===== config.mk =====
export PLATFORM = sky130hd
export DESIGN_NAME = alu_seq_ctrl
export DESIGN_NICKNAME = d
export VERILOG_FILES = /design/src/rtl/alu_seq_ctrl.sv
export SDC_FILE = /design/constraint.sdc
export NUM_CORES = 1
export LEC_CHECK = 0
export ABC_CLOCK_PERIOD_IN_PS = 2800
export CAP_MARGIN = 25
export CORE_UTILIZATION = 53
export DETAILED_ROUTE_END_ITERATION = 7
export PLACE_DENSITY = 0.87
export SLEW_MARGIN = 20
export SYNTH_ARGS = -nofsm -noshare
export SYNTH_HDL_FRONTEND = slang
export SYNTH_SLANG_ARGS = --single-unit

===== constraint.sdc =====
create_clock -name clk -period 2.8 [get_ports clk]
set_input_delay 0.56 -clock clk [delete_from_list [all_inputs] [get_ports clk]]
set_output_delay 0.56 -clock clk [all_outputs]
set_load 0.01 [all_outputs]

===== src/rtl/alu_seq_ctrl.sv =====
// rtl/alu_seq_ctrl.sv - command/response sequencer around the 4-bit ALU
// Optional ALU_SEQ_STATS_EN adds handshake and stall counters.
module alu_seq_ctrl #(
  parameter int WAIT_CYCLES = 1
) (
  input  logic       clk,
  input  logic       rst_n,
  input  logic       cmd_valid,
  output logic       cmd_ready,
  input  logic [2:0] cmd_op,
  input  logic [3:0] cmd_a,
  input  logic [3:0] cmd_b,
  output logic       rsp_valid,
  input  logic       rsp_ready,
  output logic [3:0] rsp_data,
  output logic       rsp_zero,
  output logic       rsp_ovf,
`ifdef ALU_SEQ_STATS_EN
  input  logic       stat_clr,
  output logic [7:0] stat_ops,
  output logic [7:0] stat_stall,
`endif
  output logic       busy
);

  generate
    if (WAIT_CYCLES < 1 || WAIT_CYCLES > 15) begin : g_bad_wait
      $error("alu_seq_ctrl: WAIT_CYCLES must be within 1..15");
    end
  endgenerate

  localparam logic [3:0] WAIT_LD = 4'(WAIT_CYCLES);

  typedef enum logic [1:0] {S_IDLE, S_EXEC, S_DONE} state_t;

  state_t     state_q, state_d;
  logic [3:0] cnt_q, cnt_d;
  logic [2:0] op_q, op_d;
  logic [3:0] a_q, a_d, b_q, b_d;
  logic [3:0] data_q, data_d;
  logic       zero_q, zero_d, ovf_q, ovf_d;

  logic [3:0] sum, diff, alu_data;
  logic       alu_ovf;

  // ALU datapath, fed only from the latched operands
  always_comb begin
    sum      = a_q + b_q;
    diff     = a_q - b_q;
    alu_ovf  = 1'b0;
    alu_data = 4'h0;
    case (op_q)
      3'd0: begin
        alu_data = sum;
        alu_ovf  = (a_q[3] == b_q[3]) && (sum[3] != a_q[3]);
      end
      3'd1: begin
        alu_data = diff;
        alu_ovf  = (a_q[3] != b_q[3]) && (diff[3] != a_q[3]);
      end
      3'd2: alu_data = ~a_q;
      3'd3: alu_data = a_q & b_q;
      3'd4: alu_data = a_q | b_q;
      3'd5: alu_data = a_q ^ b_q;
      3'd6: alu_data = {3'b000, $signed(a_q) < $signed(b_q)};
      default: alu_data = {3'b000, a_q == b_q};
    endcase
  end

  always_ff @(posedge clk or negedge rst_n) begin
    if (!rst_n) begin
      state_q <= S_IDLE;
      cnt_q   <= 4'h0;
      op_q    <= 3'h0;
      a_q     <= 4'h0;
      b_q     <= 4'h0;
      data_q  <= 4'h0;
      zero_q  <= 1'b0;
      ovf_q   <= 1'b0;
    end else begin
      state_q <= state_d;
      cnt_q   <= cnt_d;
      op_q    <= op_d;
      a_q     <= a_d;
      b_q     <= b_d;
      data_q  <= data_d;
      zero_q  <= zero_d;
      ovf_q   <= ovf_d;
    end
  end

  always_comb begin
    state_d = state_q;
    cnt_d   = cnt_q;
    op_d    = op_q;
    a_d     = a_q;
    b_d     = b_q;
    data_d  = data_q;
    zero_d  = zero_q;
    ovf_d   = ovf_q;
    case (state_q)
      S_IDLE: begin
        if (cmd_valid) begin
          op_d    = cmd_op;
          a_d     = cmd_a;
          b_d     = cmd_b;
          cnt_d   = WAIT_LD;
          state_d = S_EXEC;
        end
      end
      S_EXEC: begin
        if (cnt_q == 4'd1) begin
          data_d  = alu_data;
          zero_d  = (alu_data == 4'h0);
          ovf_d   = alu_ovf;
          state_d = S_DONE;
        end else begin
          cnt_d = cnt_q - 4'd1;
        end
      end
      S_DONE: begin
        if (rsp_ready) state_d = S_IDLE;
      end
      default: state_d = S_IDLE;
    endcase
  end

  always_comb begin
    cmd_ready = (state_q == S_IDLE);
    rsp_valid = (state_q == S_DONE);
    busy      = (state_q != S_IDLE);
    rsp_data  = data_q;
    rsp_zero  = zero_q;
    rsp_ovf   = ovf_q;
  end

`ifdef ALU_SEQ_STATS_EN
  logic [7:0] ops_q, stall_q;

  always_ff @(posedge clk or negedge rst_n) begin
    if (!rst_n) begin
      ops_q   <= 8'h00;
      stall_q <= 8'h00;
    end else if (stat_clr) begin
      ops_q   <= 8'h00;
      stall_q <= 8'h00;
    end else begin
      if (rsp_valid && rsp_ready && ops_q != 8'hFF)    ops_q   <= ops_q + 8'd1;
      if (rsp_valid && !rsp_ready && stall_q != 8'hFF) stall_q <= stall_q + 8'd1;
    end
  end

  assign stat_ops   = ops_q;
  assign stat_stall = stall_q;
`endif

endmodule

==> results of run 1 <==
## metrics by stage
| step | std cells | utilization, % | hold slack, ps | power, mW |
|---|---|---|---|---|
| final | 227 | 66.0 | 499 | 2.15 |
| after global routing | 227 | 66.0 | 524 | 2.36 |
| after CTS | 227 | 66.0 | 509 | 2.16 |
| after detailed placement | 223 | 65.0 | 479 | 1.99 |
| after global placement | 223 | 65.0 | 468 | 1.95 |
| after floorplan | 175 | - | 264 | 1.64 |
## power groups by stage
| stage | Clock [mW] | Sequential [mW] | Combinational (mW) |
|---|---|---|---|
| global route | 0.175 | 0.718 | 1.46 |
| finish | 0.156 | 0.684 | 1.31 |
| detailed placement | 0 | 0.694 | 1.30 |
| global placement | 0 | 0.677 | 1.27 |
| CTS | 0.164 | 0.684 | 1.31 |
| floorplan | 0 | 0.599 | 1.04 |
## registers in the layout, summed over array words and instances, names as in the netlist
register and count:
rsp_ovf 1, state_q 2, a_q 4, b_q 4, rsp_data 4, rsp_zero 1
op_q 3, cnt_q 4
## routing by layer
layer | vias to the layer above | part of all wire, % | track usage [%]
li1 | 638 | - | -
met1 | 634 | 43 | 26.1
met2 | 31 | 51 | 40.2
met3 | 9 | 3.3 | 2.53
met4 | 0 | 2.7 | 10.1
met5 | - | 0 | 0
## worst max-delay path, cell delays in order (launching register included)
cell,delay [ps]
dfrtp_1,520
inv_1,90
ha_1,360
a21oi_2,100
o21ai_1,120
a311oi_1,100
or4_4,560
o41ai_2,400
## placed cells by master (no fill, tap or decap), types with 2 or more instances in the layout
cell | synthesis | routed
dfrtp_1 | 23 | 23
clkdlybuf4s50_1 | 0 | 23
nand2_1 | 21 | 21
inv_1 | 16 | 16
o21ai_0 | 16 | 16
ha_1 | 14 | 14
nor2_1 | 12 | 12
a21oi_1 | 9 | 9
mux2_2 | 5 | 5
nor2b_1 | 4 | 4
nor3_1 | 3 | 3
nand3_1 | 3 | 3
xnor2_1 | 3 | 3
clkbuf_4 | 0 | 3
o211ai_1 | 2 | 2
or3_1 | 2 | 2
nor4_1 | 2 | 2
and2_1 | 2 | 2
o21bai_1 | 2 | 2
o221ai_1 | 2 | 2
fa_1 | 2 | 2
buf_4 | 0 | 2
## cells by family after synthesis
logic type               synth area share (%)
AND/OR/NAND/NOR                          18.0
multiplexers                             4.21
AO/OA/AOI/OAI                            18.2
buffers and inverters                    7.15
XOR/XNOR                                 2.23
flip-flops                               36.6
adder cells (fa/ha/maj)                  13.7
## path summary, 6_finish.rpt
check,to
worst max-delay path,rsp_zero
worst min-delay path,rsp_ovf
worst max register to register,rsp_zero
worst min register to register,rsp_ovf
max in group asynchronous,rsp_data[0]
min in group asynchronous,b_q[0]
## final cells by class
| type | instances | area, sq um | area share [%] |
|---|---|---|---|
| Tap cell | 31 | 38.8 | 2.11 |
| Clock buffer | 4 | 26.3 | 1.43 |
| Timing Repair Buffer | 25 | 245 | 13.4 |
| Inverter | 17 | 63.8 | 3.48 |
| Sequential cell | 23 | 576 | 31.4 |
| Multi-Input combinational cell | 127 | 886 | 48.3 |
## Yosys cell counts, types with 3 or more instances
master     n
a21oi_1    9
buf_2      3
clkbuf_1   3
dfrtp_1   23
ha_1      14
inv_1     16
mux2_2     5
nand2_1   21
nand3_1    3
nor2_1    12
nor2b_1    4
nor3_1     3
o21ai_0   16
xnor2_1    3
==> flow_summary.json, run 1 <==
{
  "synthTopCellsByArea": "dfrtp_1, ha_1, o21ai_0",
  "cap_violations": 0,
  "grt_pass1_vias": 1285,
  "die_h_um": 56.5,
  "synth_nets": 206,
  "p_switching_mw": 0.977,
  "slew_headroom_pct": 48.7,
  "fin_skew_ps": 1.94,
  "worstSetupPathType": "register to register",
  "worst_setup_path_start_kind": "register",
  "peakVddDrop_mv": 0.888,
  "synthArstFlopShare_pct": 100,
  "powerDensity_nw_per_um2": 1170,
  "dpl.hpwl_um": 2450,
  "ys_ff_latch": 23,
  "fin_crit_sh_pct": 84.7,
  "hold_start": "rsp_ovf",
  "drt-initial-drc-count": 36,
  "setup_violations": 0,
  "synth_ff_type": "dfrtp_1",
  "cp_max_fo": 6,
  "hold_depth": 2,
  "nFillCells": 232,
  "cts_repair_resize_count": 0,
  "vias": 1312,
  "rsz0062_at_grt": "false",
  "clk_pin_slew_ps": 120,
  "htree_num_levels": 1,
  "die_x_um": 56.5,
  "synth_edf_count": 0,
  "synthesis.area_sq_um": 1570,
  "cp.arrival_ps": 2580,
  "tightest_slew_ps": 770,
  "maxSlewViolCount": 0,
  "drive_gt1_share_pct": 9.18,
  "ios": 24,
  "place_congestion": 0.919,
  "clk_latency_ps": 320,
  "place_area_sq_um": 1810,
  "worstPathRequired_ps": 3000,
  "yosysWarningCount": 0,
  "startpoint": "a_q[1]",
  "holdCritPathClass": "register to register",
  "leakage_nw": 0.820,
  "routed_via_density": 5.78,
  "gr-usage-all-layers_pct": 22.2,
  "post-route-drc-count": 0,
  "postLayoutSetupSlackWorst_ps": 428,
  "wl_um": 3230,
  "finalHoldViolCount": 0,
  "numPortBuffers": 23,
  "cts_setup_buffers": 0,
  "swShare_pct": 45.4,
  "wl_per_cell_um": 14.2,
  "cts_max_path_buffers": 2,
  "pre_cts_ws_ps": 493,
  "outcome": "complete, no violations",
  "fin_area_sq_um": 1840,
  "cts_tree": "built",
  "numClockSinks": 23,
  "internal_power_mw": 1.18,
  "clkPwrFrac_pct": 7.2,
  "cp-end-kind": "register",
  "reg2reg_from": "a_q[1]",
  "grt_pass1_wl_um": 5530,
  "grt_max_degree": 28,
  "antenna_found_initial": 0,
  "synth.yosys.seq_area_share_pct": 36.6,
  "fin_nets": 228,
  "start_util_pct": 56.6,
  "rows": 19,
  "dieArea_sq_um": 3190,
  "grt_remaining_overflow": 0,
  "combPwrFrac_pct": 61.0,
  "tns_ps": 0,
  "syn_to_final_growth_pct": 16.6,
  "root_buffer": "clkbuf_4",
  "r2r_cells": 7,
  "synth_cell_types": 46,
  "syn_avg_cell_area_sq_um": 8.99,
  "min_period_ps": 2370,
  "core_area_sq_um": 2780,
  "yosysTopAreaCellShare_pct": 36.6,
  "yosys.area.top_type": "dfrtp_1",
  "ant_nets": 0,
  "r2r_setup_slack_ps": 430,
  "num_antenna_cells": 0,
  "p_seq_share_pct": 31.8,
  "cts_made_buffers": 3,
  "cts-hold-fix-buffers": 0,
  "first_pass_iters": 4,
  "synthCells": 175,
  "fmax_mhz": 422
}
No activity file was read; power rests on OpenSTA's default activity.
==> inputs of run 2 (changes only) <==
Settings changed: ABC_CLOCK_PERIOD_IN_PS 2800 to 2200.
Clock period 2.8 ns to 2.2 ns, I/O delays scaled along.
==> run 2 against run 1 <==
Sequential cell count unchanged. Clock skew is 18 ps higher. Final cell count up 3.1%. Utilization up 4.0 points. Routed wire length is 17% higher. Register-to-register slack got worse by 380 ps. Worst setup slack got worse by 380 ps. Worst hold slack lost 55 ps. Critical path type unchanged. Largest cell class unchanged. Largest power group unchanged.
==> flow_summary.json, run 2 (synthesis gave the netlist of run 1 again) <==
{
  "outcome": "complete, no violations",
  "peakVddDrop_mv": 1.08,
  "routed_via_density": 5.83,
  "grt_pass1_wl_um": 6230,
  "syn_to_final_growth_pct": 23.6,
  "multi_input_area_sq_um": 938,
  "place_congestion": 0.874,
  "slowest_stage": "dfrtp_1",
  "cp_max_fo": 3,
  "dieArea_sq_um": 3190,
  "dpl.hpwl_um": 2750,
  "tightest_slew_ps": 473,
  "cts_max_path_buffers": 2,
  "grt_max_degree": 24,
  "grtUsageMet1_pct": 30.5,
  "drt-initial-drc-count": 65,
  "rows": 19,
  "post-route-drc-count": 0,
  "fmax_mhz": 464,
  "grt_pass1_vias": 1425,
  "fin_nets": 235,
  "ant_nets": 0,
  "start_util_pct": 56.6,
  "numClockSinks": 23,
  "die_h_um": 56.5,
  "pre_cts_ws_ps": -35.2,
  "nFillCells": 216,
  "fin_skew_ps": 19.7,
  "critPathTopFamily": "compound AO/OA/AOI/OAI gates",
  "powerDensity_nw_per_um2": 1570,
  "num_antenna_cells": 0,
  "gr-usage-all-layers_pct": 24.9,
  "cap_violations": 0,
  "instances_no_fill": 234,
  "place_inst": 227,
  "worstSetupPathType": "register to register",
  "busiest_layer": "met2",
  "vias": 1365,
  "cts_tree": "built",
  "r2r_setup_slack_ps": 40,
  "cp.arrival_ps": 2390,
  "core_area_sq_um": 2780,
  "reg2reg_from": "a_q[0]",
  "critPathMaxStageDelay_ps": 430,
  "grtUsageMet3_pct": 4.38,
  "worst_hold_slack_ps": 443,
  "numPortBuffers": 23,
  "cp-end-kind": "register",
  "grt_remaining_overflow": 0,
  "ios": 24,
  "clk_latency_ps": 330,
  "cts_made_buffers": 3,
  "finalHoldViolCount": 0,
  "holdCritPathClass": "input pin to async pin",
  "r2r_cells": 6,
  "wl_um": 3760,
  "setup_violations": 0,
  "root_buffer": "clkbuf_4",
  "drive_gt1_share_pct": 18.2,
  "postLayoutSetupSlackWorst_ps": 43.7,
  "ff_latch_area_sq_um": 576,
  "fin_crit_sh_pct": 98.0,
  "first_pass_iters": 4,
  "slew_headroom_pct": 68.4,
  "wl_per_cell_um": 16.1,
  "rsz0062_at_grt": "true",
  "htree_num_levels": 1,
  "leakage_nw": 0.857,
  "die_x_um": 56.5,
  "clk_pin_slew_ps": 150,
  "worstPathRequired_ps": 2440,
  "path_buf_inv": 0,
  "worst_setup_path_start_kind": "register",
  "use_met2_pct": 43.0,
  "crit_chain": "ha_2 -> fa_1 -> or3_1 -> a21oi_1 -> o221ai_2 -> o41ai_2",
  "antenna_found_initial": 0,
  "maxSlewViolCount": 0,
  "layout_common_cells": "dfrtp_1, clkdlybuf4s50_1, nand2_1",
  "r2r_end": "rsp_zero",
  "final_util_pct": 70.0,
  "min_period_ps": 2160
}
[run 2: final cells by class]
cell class,instances,share of cell area [%]
Timing Repair Buffer,32,15.5
Tap cell,31,1.99
Inverter,17,3.28
Clock inverter,1,0.257
Sequential cell,23,29.6
Clock buffer,3,1.16
Multi-Input combinational cell,127,48.2
[run 2: worst reg2reg max path: cells and delay by family (launching register included)]
kind                       cells  cell delay [ps]
AOI/OAI and AO/OA              3              630
adders and majority gates      2              620
DFF                            1              430
and+or+nand+nor                1              400
[run 2: repair_timing]
| action | CTS | global route |
|---|---|---|
| endpoints found under the setup margin | 2 | 4 |
| hold buffers | 0 | 0 |
| pin swaps | 1 | 3 |
| resized for setup | 1 | 12 |
| setup buffers | 1 | 2 |
[run 2: metal layers]
| metal | share of wire, % | routed length [um] | up-vias |
|---|---|---|---|
| met5 | 0 | 0 | - |
| met4 | 3.1 | 115 | 0 |
| met3 | 4.4 | 167 | 14 |
| met2 | 52 | 1960 | 43 |
| met1 | 40 | 1520 | 653 |
| li1 | - | - | 655 |
[run 2: worst max-delay path by stage]
stage	end	from	slack (ps)	cells after the start
finish	rsp_zero	a_q[0]	40	6
global route	rsp_data[1]	a_q[0]	-40	9
CTS	rsp_zero	a_q[0]	20	6
detailed placement	rsp_zero	b_q[1]	-40	7
global placement	rsp_zero	b_q[1]	40	7
floorplan	rsp_zero	a_q[1]	140	7
[run 2: metrics by stage]
| stage | instance area [sq um] | total power, mW | TNS, ps |
|---|---|---|---|
| after floorplan | 1570 | 2.09 | 0 |
| after global placement | 1840 | 2.54 | 0 |
| after detailed placement | 1840 | 2.63 | -47.7 |
| after CTS | 1870 | 2.85 | 0 |
| after global routing | 1950 | 3.31 | -56.5 |
| final | 1950 | 3.06 | 0 |
[run 2: power by group]
group          switching [mW]  internal [mW]  total [mW]
sequential              0.223          0.599       0.822
combinational            1.04          0.992        2.03
clock                   0.139         0.0682       0.207
